===== src/rtl/multicycle_control.sv =====
//------------------------------------------------------------------------------
// Module   : multicycle_control
// Brief    : Multicycle MIPS-subset control FSM; optional MC_STATS_EN adds
//            retired-instruction and cycle counters.
// Revision : 1.0 - initial release
//------------------------------------------------------------------------------
`default_nettype none

module multicycle_control #(
   parameter int CNT_W = 32
) (
   input  logic             clk,
   input  logic             reset,
   input  logic [5:0]       op,
   input  logic [5:0]       funct,
   input  logic             zero,
   input  logic             mem_ready,
   output logic             memreq,
   output logic             memwrite,
   output logic             iord,
   output logic             irwrite,
   output logic             pcwrite,
   output logic [1:0]       pcsrc,
   output logic             regwrite,
   output logic             regdst,
   output logic             memtoreg,
   output logic [1:0]       alusrca,
   output logic [2:0]       alusrcb,
   output logic [2:0]       alucontrol,
   output logic             illegal
`ifdef MC_STATS_EN
   ,
   output logic [CNT_W-1:0] retired,
   output logic [CNT_W-1:0] cycles
`endif
);

   typedef enum logic [3:0] {
      FETCH   = 4'd0,
      DECODE  = 4'd1,
      MEMADR  = 4'd2,
      MEMRD   = 4'd3,
      MEMWB   = 4'd4,
      MEMWR   = 4'd5,
      RTEX    = 4'd6,
      RTWB    = 4'd7,
      IMMEX   = 4'd8,
      IMMWB   = 4'd9,
      BRANCH  = 4'd10,
      JUMP    = 4'd11,
      ILLEGAL = 4'd12
   } state_t;

   localparam logic [5:0] c_op_rtype = 6'b000000;
   localparam logic [5:0] c_op_lw    = 6'b100011;
   localparam logic [5:0] c_op_sw    = 6'b101011;
   localparam logic [5:0] c_op_addiu = 6'b001001;
   localparam logic [5:0] c_op_ori   = 6'b001101;
   localparam logic [5:0] c_op_lui   = 6'b001111;
   localparam logic [5:0] c_op_beq   = 6'b000100;
   localparam logic [5:0] c_op_j     = 6'b000010;

   localparam logic [2:0] c_alu_add  = 3'b010;
   localparam logic [2:0] c_alu_sub  = 3'b110;
   localparam logic [2:0] c_alu_and  = 3'b000;
   localparam logic [2:0] c_alu_or   = 3'b001;
   localparam logic [2:0] c_alu_sltu = 3'b111;

   if (CNT_W < 1) begin : g_bad_cnt_w
      $error("CNT_W must be at least 1");
   end

   state_t     r_state;
   state_t     w_next;
   logic       w_funct_ok;
   logic [2:0] w_rt_alu;
   logic       w_memreq;
   logic       w_memwrite;
   logic       w_irwrite;
   logic       w_pcwrite;
   logic       w_regwrite;

   always_ff @(posedge clk) begin
      if (reset) r_state <= FETCH;
      else       r_state <= w_next;
   end

   always_comb begin
      w_funct_ok = 1'b1;
      w_rt_alu   = c_alu_add;
      case (funct)
         6'b100001: w_rt_alu = c_alu_add;
         6'b100011: w_rt_alu = c_alu_sub;
         6'b100100: w_rt_alu = c_alu_and;
         6'b100101: w_rt_alu = c_alu_or;
         6'b101011: w_rt_alu = c_alu_sltu;
         default: begin
            w_funct_ok = 1'b0;
            w_rt_alu   = 3'b000;
         end
      endcase
   end

   always_comb begin
      w_next     = r_state;
      w_memreq   = 1'b0;
      w_memwrite = 1'b0;
      w_irwrite  = 1'b0;
      w_pcwrite  = 1'b0;
      w_regwrite = 1'b0;
      iord       = 1'b0;
      pcsrc      = 2'b00;
      regdst     = 1'b0;
      memtoreg   = 1'b0;
      alusrca    = 2'b00;
      alusrcb    = 3'b000;
      alucontrol = 3'b000;
      case (r_state)
         FETCH: begin
            w_memreq   = 1'b1;
            alusrcb    = 3'b001;
            alucontrol = c_alu_add;
            if (mem_ready) begin
               w_irwrite = 1'b1;
               w_pcwrite = 1'b1;
               w_next    = DECODE;
            end
         end
         DECODE: begin
            alusrcb    = 3'b101;
            alucontrol = c_alu_add;
            case (op)
               c_op_rtype:                    w_next = w_funct_ok ? RTEX : ILLEGAL;
               c_op_lw, c_op_sw:              w_next = MEMADR;
               c_op_addiu, c_op_ori, c_op_lui: w_next = IMMEX;
               c_op_beq:                      w_next = BRANCH;
               c_op_j:                        w_next = JUMP;
               default:                       w_next = ILLEGAL;
            endcase
         end
         MEMADR: begin
            alusrca    = 2'b01;
            alusrcb    = 3'b010;
            alucontrol = c_alu_add;
            w_next     = (op == c_op_lw) ? MEMRD : MEMWR;
         end
         MEMRD: begin
            w_memreq = 1'b1;
            iord     = 1'b1;
            if (mem_ready) w_next = MEMWB;
         end
         MEMWB: begin
            w_regwrite = 1'b1;
            memtoreg   = 1'b1;
            w_next     = FETCH;
         end
         MEMWR: begin
            w_memreq   = 1'b1;
            w_memwrite = 1'b1;
            iord       = 1'b1;
            if (mem_ready) w_next = FETCH;
         end
         RTEX: begin
            alusrca    = 2'b01;
            alucontrol = w_rt_alu;
            w_next     = RTWB;
         end
         RTWB: begin
            w_regwrite = 1'b1;
            regdst     = 1'b1;
            w_next     = FETCH;
         end
         IMMEX: begin
            case (op)
               c_op_ori: begin
                  alusrca    = 2'b01;
                  alusrcb    = 3'b011;
                  alucontrol = c_alu_or;
               end
               c_op_lui: begin
                  alusrca    = 2'b10;
                  alusrcb    = 3'b100;
                  alucontrol = c_alu_add;
               end
               default: begin
                  alusrca    = 2'b01;
                  alusrcb    = 3'b010;
                  alucontrol = c_alu_add;
               end
            endcase
            w_next = IMMWB;
         end
         IMMWB: begin
            w_regwrite = 1'b1;
            w_next     = FETCH;
         end
         BRANCH: begin
            alusrca    = 2'b01;
            alucontrol = c_alu_sub;
            pcsrc      = 2'b01;
            w_pcwrite  = zero;
            w_next     = FETCH;
         end
         JUMP: begin
            pcsrc     = 2'b10;
            w_pcwrite = 1'b1;
            w_next    = FETCH;
         end
         ILLEGAL: w_next = ILLEGAL;
         default: w_next = FETCH;
      endcase
   end

   // Strobes are masked by reset so an in-flight access is dropped immediately.
   assign memreq   = w_memreq   & ~reset;
   assign memwrite = w_memwrite & ~reset;
   assign irwrite  = w_irwrite  & ~reset;
   assign pcwrite  = w_pcwrite  & ~reset;
   assign regwrite = w_regwrite & ~reset;
   assign illegal  = (r_state == ILLEGAL);

`ifdef MC_STATS_EN
   logic [CNT_W-1:0] r_retired;
   logic [CNT_W-1:0] r_cycles;
   logic             w_retire;

   assign w_retire = (w_next == FETCH) &&
                     (r_state inside {MEMWB, MEMWR, RTWB, IMMWB, BRANCH, JUMP});

   always_ff @(posedge clk) begin
      if (reset) begin
         r_retired <= '0;
         r_cycles  <= '0;
      end else begin
         r_cycles <= r_cycles + 1'b1;
         if (w_retire) r_retired <= r_retired + 1'b1;
      end
   end

   assign retired = r_retired;
   assign cycles  = r_cycles;
`endif

endmodule

`default_nettype wire


===== config.mk =====
export PLATFORM = sky130hd
export DESIGN_NAME = multicycle_control
export DESIGN_NICKNAME = d
export VERILOG_FILES = /design/src/rtl/multicycle_control.sv
export SDC_FILE = /design/constraint.sdc
export NUM_CORES = 1
export LEC_CHECK = 0
export BUFFER_PORTS_ARGS = -buffer_cell sky130_fd_sc_hd__buf_4
export CAP_MARGIN = 5
export CORE_MARGIN = 1
export CORE_UTILIZATION = 50
export DETAILED_ROUTE_END_ITERATION = 12
export GPL_TIMING_DRIVEN = 0
export PLACE_DENSITY = 0.84
export SETUP_SLACK_MARGIN = 0.2
export SYNTH_ARGS = -nofsm -noshare
export SYNTH_HDL_FRONTEND = slang
export SYNTH_SLANG_ARGS = --single-unit

===== constraint.sdc =====
create_clock -name clk -period 2.4 [get_ports clk]
set_clock_uncertainty 0.05 [all_clocks]
set_input_delay 0 -clock clk [delete_from_list [all_inputs] [get_ports clk]]
set_output_delay 0 -clock clk [all_outputs]
set_load 0.01 [all_outputs]

### Word level (Yosys, flattened, before mapping)

Cells that the tools add are included.

| operators by class | value |
|---|---|
| reduce and logical (&&, ||, !) cells | 11 |
| mux-type cells | 25 |
| bitwise gates (word level) | 6 |
| equality and inequality tests | 27 |

Operators by type and width:

| operator | count |
|---|---|
| $eq 6x6->1 const B | 7 |
| $pmux 3 s4 | 3 |
| $pmux 4 s8 | 1 |
| $eq 4x4->1 const B | 5 |
| $pmux 4 s5 | 1 |
| $eq 6x4->1 const B | 3 |
| $eq 4x3->1 const B | 4 |
| $mux 4 | 4 |
| $reduce_or 3->1 | 5 |
| $mux 1 | 9 |
| $eq 4x2->1 const B | 2 |
| $pmux 2 s2 | 2 |
| $eq 6x2->1 const B | 1 |
| $eq 6x3->1 const B | 1 |
| $logic_not 6->1 | 1 |
| $ne 2x2->1 const B | 3 |
| $pmux 3 s2 | 1 |
| $and 1x1->1 | 5 |
| $reduce_or 5->1 | 1 |
| $eq 4x1->1 const B | 1 |
| $logic_not 4->1 | 1 |
| $mux 2 | 2 |
| $reduce_or 2->1 | 2 |
| $mux 3 | 1 |
| 3 further kinds | 3 |

| word-level totals | value |
|---|---|
| flip-flop bits (word level) | 4 |
| word-level logic and storage cells | 70 |
| input port bits | 16 |

### Logic depth before layout (Yosys ltp)

| logic depth | value |
|---|---|
| depth in word-level cells | 6 |
| mapped depth | 6 |

### Least setup slack after synthesis

Ideal clock, no wire load.

| timing path | value |
|---|---|
| path type | reg2out |
| start | reg r_state[3] |
| end | out alucontrol[0] |
| setup slack | 1.135 ns |
| data arrival time | 1.215 ns |
| data required time | 2.350 ns |
| cell stages (with the launch flop) | 4 |
| path through | dfxtp_1 > clkbuf_1 > nand2b_1 > o41ai_1 |

| on the way | value |
|---|---|
| word-level cells in the longest chain between the ends | 3 |
| elaborated cells on any way between the ends | 8 |

Ends and longest elaborated chain:

| what | RTL line | RTL |
|---|---|---|
| start: declaration | 73 | `state_t r_state;` |
| start signal: assignment | 85 | `else r_state <= w_next;` |
| $eq 4x1->1 (tied with other cells) | 118 | `case (r_state)` |
| $reduce_or 3->1 (no line) | -- |  |
| $pmux 3 s4 * | 118 |  |
| end: declaration | 29 | `output logic [2:0] alucontrol,` |

Every way passes the cells marked *; elsewhere a longest branch is shown, timed or not.

### Worst setup path after layout

Same ends and word-level chain as after synthesis.

==> flow_metrics.env <==
export IMPL_status="completed"
export IMPL_p_sw_share_pct=44.4
export IMPL_required_ns=2.35
export IMPL_area_delta_synth_final_pct=37.5
export IMPL_synth_warnings=0
export IMPL_start_util_pct=56.4
export IMPL_regMostFlops="r_state"
export IMPL_avgSynthCellArea_um2=6.37
export IMPL_cts_path_max_buffers=2
export IMPL_setup_viol_count_final=0
export IMPL_dieHeight_um=41.3
export IMPL_multi_input_area_um2=644
export IMPL_cp_cell_sequence="clkbuf_1 -> nand2b_1 -> o41ai_1 -> buf_4"
export IMPL_min_delay_path_depth=2
export IMPL_cts_htree_levels=1
export IMPL_power_density_nw_per_um2=528
export IMPL_arrival_ns=1.57
export IMPL_cap_violations=0
export IMPL_grt_ovfl_total=0
export IMPL_worst_path_max_delay_cell="dfxtp_1"
export IMPL_vias=1030
export IMPL_grt_antenna_before_repair=0
export IMPL_slew_headroom_pct=71.8
export IMPL_async_flop_share_pct=0
export IMPL_tns_ns=0
export IMPL_hold_buffers=0
export IMPL_fin_nets=175
export IMPL_seqPwrFrac_pct=16.0
export IMPL_die_w_um=41.3
export IMPL_synth_edff_count=0
export IMPL_min_path_type="input port to flip-flop"
export IMPL_cts_tree="done"
export IMPL_start_kind="flip-flop"
export IMPL_grt_pass1_wl_um=3230
export IMPL_cp_end_kind="primary output"
export IMPL_ys_flop_type="dfxtp_1"
export IMPL_ff2ff_path_depth=6
export IMPL_fin_util_pct=77.6
export IMPL_antenna_cells=0
export IMPL_grt_util_all_layers_pct=28.1
export IMPL_cts_setup_buffers=0
export IMPL_tightest_slew_ns=0.424
export IMPL_p_clk_share_pct=14.4
export IMPL_ir_worst_vdd_v=0.000746
export IMPL_drc=0
export IMPL_hold_violations=0
export IMPL_synth_seq_cells=4
export IMPL_switchingPower_uw=248
export IMPL_intPower_uw=311
export IMPL_largestRegisters="r_state (4)"
export IMPL_coreArea_um2=1370
export IMPL_antenna_left=0
export IMPL_yosysTopAreaCell="dfxtp_1"
export IMPL_row_count=13
export IMPL_firstDrtPassIters=4
export IMPL_path_clk_slew_ns=0.04
export IMPL_clock_fmax_mhz=616
export IMPL_syn_inst=121
export IMPL_synth_distinct_cells=44
export IMPL_max_stage_delay_ns=0.34
export IMPL_grt_max_degree=11
export IMPL_syn_nets=137
export IMPL_port_buffers=33
export IMPL_wire_per_inst_um=12.7
export IMPL_grt_pass1_vias=797
export IMPL_nFillCells=119
export IMPL_drv_slew=0
export IMPL_wl_um=2180
export IMPL_dp_hpwl_um=1770
export IMPL_cp_max_fo=10
export IMPL_rsz0062_at_grt="no"
export IMPL_layout_drive_gt1_share_pct=31.2
export IMPL_fin_crit_ns=1.62
export IMPL_insertion_delay_ns=0.23
export IMPL_synthesis_area_um2=771
export IMPL_fin_crit_sh_pct=67.7
export IMPL_synthTopCellsByArea="dfxtp_1 (10%), a21oi_1 (8.4%), nor2_1 (8.3%)"
export IMPL_boundaryPins=35
export IMPL_fin_total_pwr_uw=559
export IMPL_p_leak_nw=0.443
export IMPL_drtIter0Drc=35
export IMPL_cts_buffers=3
export IMPL_cts_sinks=4
export IMPL_crit_type="flip-flop to primary output"
export IMPL_largest_register_ffs=4
export IMPL_viasPerCell=5.99
export IMPL_synth_top_area_share_pct=10.4
export IMPL_gp_congestion=0.849
export IMPL_die_area_um2=1700
export IMPL_combPwrFrac_pct=69.5
export IMPL_cts_root_buf="clkbuf_4"
export IMPL_cts_repair_resize_count=0
export IMPL_seqCellArea_um2=80.1
export IMPL_synth_seq_area_share_pct=10.4
[metrics by stage]
stage / hold slack [ns] / instances / area, um2 / setup WS (ns)
finish: 0.116 / 172 / 1060 / 0.776
detailed placement: 0.353 / 169 / 1040 / 0.972
global placement: 0.325 / 169 / 1040 / 0.990
CTS: 0.116 / 172 / 1060 / 0.764
floorplan: 0.0973 / 121 / 771 / 1.14
global route: 0.149 / 172 / 1060 / 0.634
[cell type report]
cell class | instances | share of cell area, %
Buffer | 8 | 3.66
Clock buffer | 3 | 2.13
Inverter | 2 | 0.708
Multi-Input combinational cell | 107 | 60.8
Sequential cell | 4 | 7.56
Tap cell | 15 | 1.77
Timing Repair Buffer | 33 | 23.4
[metal layers]
metal,GRT usage (%),wire (um),share of wire [%]
met5,0,0,0
met4,8.06,14,0.64
met3,3.80,190,8.7
met2,48.8,1050,48
met1,35.5,927,42
[Yosys cell counts, drive strengths merged (3+ instances only)]
| library cell | n |
|---|---|
| a21oi | 13 |
| and2 | 3 |
| buf | 6 |
| dfxtp | 4 |
| nand2 | 6 |
| nand2b | 5 |
| nand3 | 5 |
| nand3b | 3 |
| nor2 | 17 |
| nor2b | 6 |
| nor3 | 10 |
| o21ai | 9 |
[power by group through the flow]
stage          clock network (mW)  registers, mW  logic (mW)
3_3_place_gp                    0         0.0895       0.379
3_5_place_dp                    0         0.0897       0.386
6_report                   0.0808         0.0896       0.389
5_1_grt                    0.0902         0.0909       0.429
4_1_cts                    0.0826         0.0889       0.387
2_1_floorplan                   0         0.0878       0.248
[worst max-delay path: cells and delay by family, from the launching register on]
family / cells / cell delay (ns)
buffers and inverters: 2 / 0.40
AND/OR/NAND/NOR: 1 / 0.26
flip-flops: 1 / 0.34
AO/OA/AOI/OAI: 1 / 0.34
[path summary, 6_finish.rpt]
path | startpoint | endpoint | slack (ns)
max | r_state[3] | alucontrol[0] | 0.78
min | reset | r_state[0] | 0.12
min reg2reg | r_state[3] | r_state[1] | 0.68
max reg2reg | r_state[1] | r_state[0] | 0.96
[placed cells by master, fill, tap and decap left out, types with 3 or more instances in the layout]
master,n
clkbuf_4,3
dfxtp_1,4
buf_4,34
and2_1,3
nand2_1,6
nand3b_1,3
nand3_1,5
o21ai_1,3
nor3_1,7
nor2b_1,6
nor3_2,3
a21oi_1,13
nor2_1,17
o21ai_0,5
buf_2,4
nand2b_1,4
[cells by family (layout without fill, tap and decap cells)]
group,count (synthesis),in the layout,synth area share [%]
AOI/OAI and AO/OA,40,40,33.8
xor gates and xnor gates,1,1,1.14
buffers and inverters,10,46,6.01
DFF,4,4,10.4
and+or+nand+nor,66,66,48.7
Note: power is estimated with default switching activity, not from simulation.
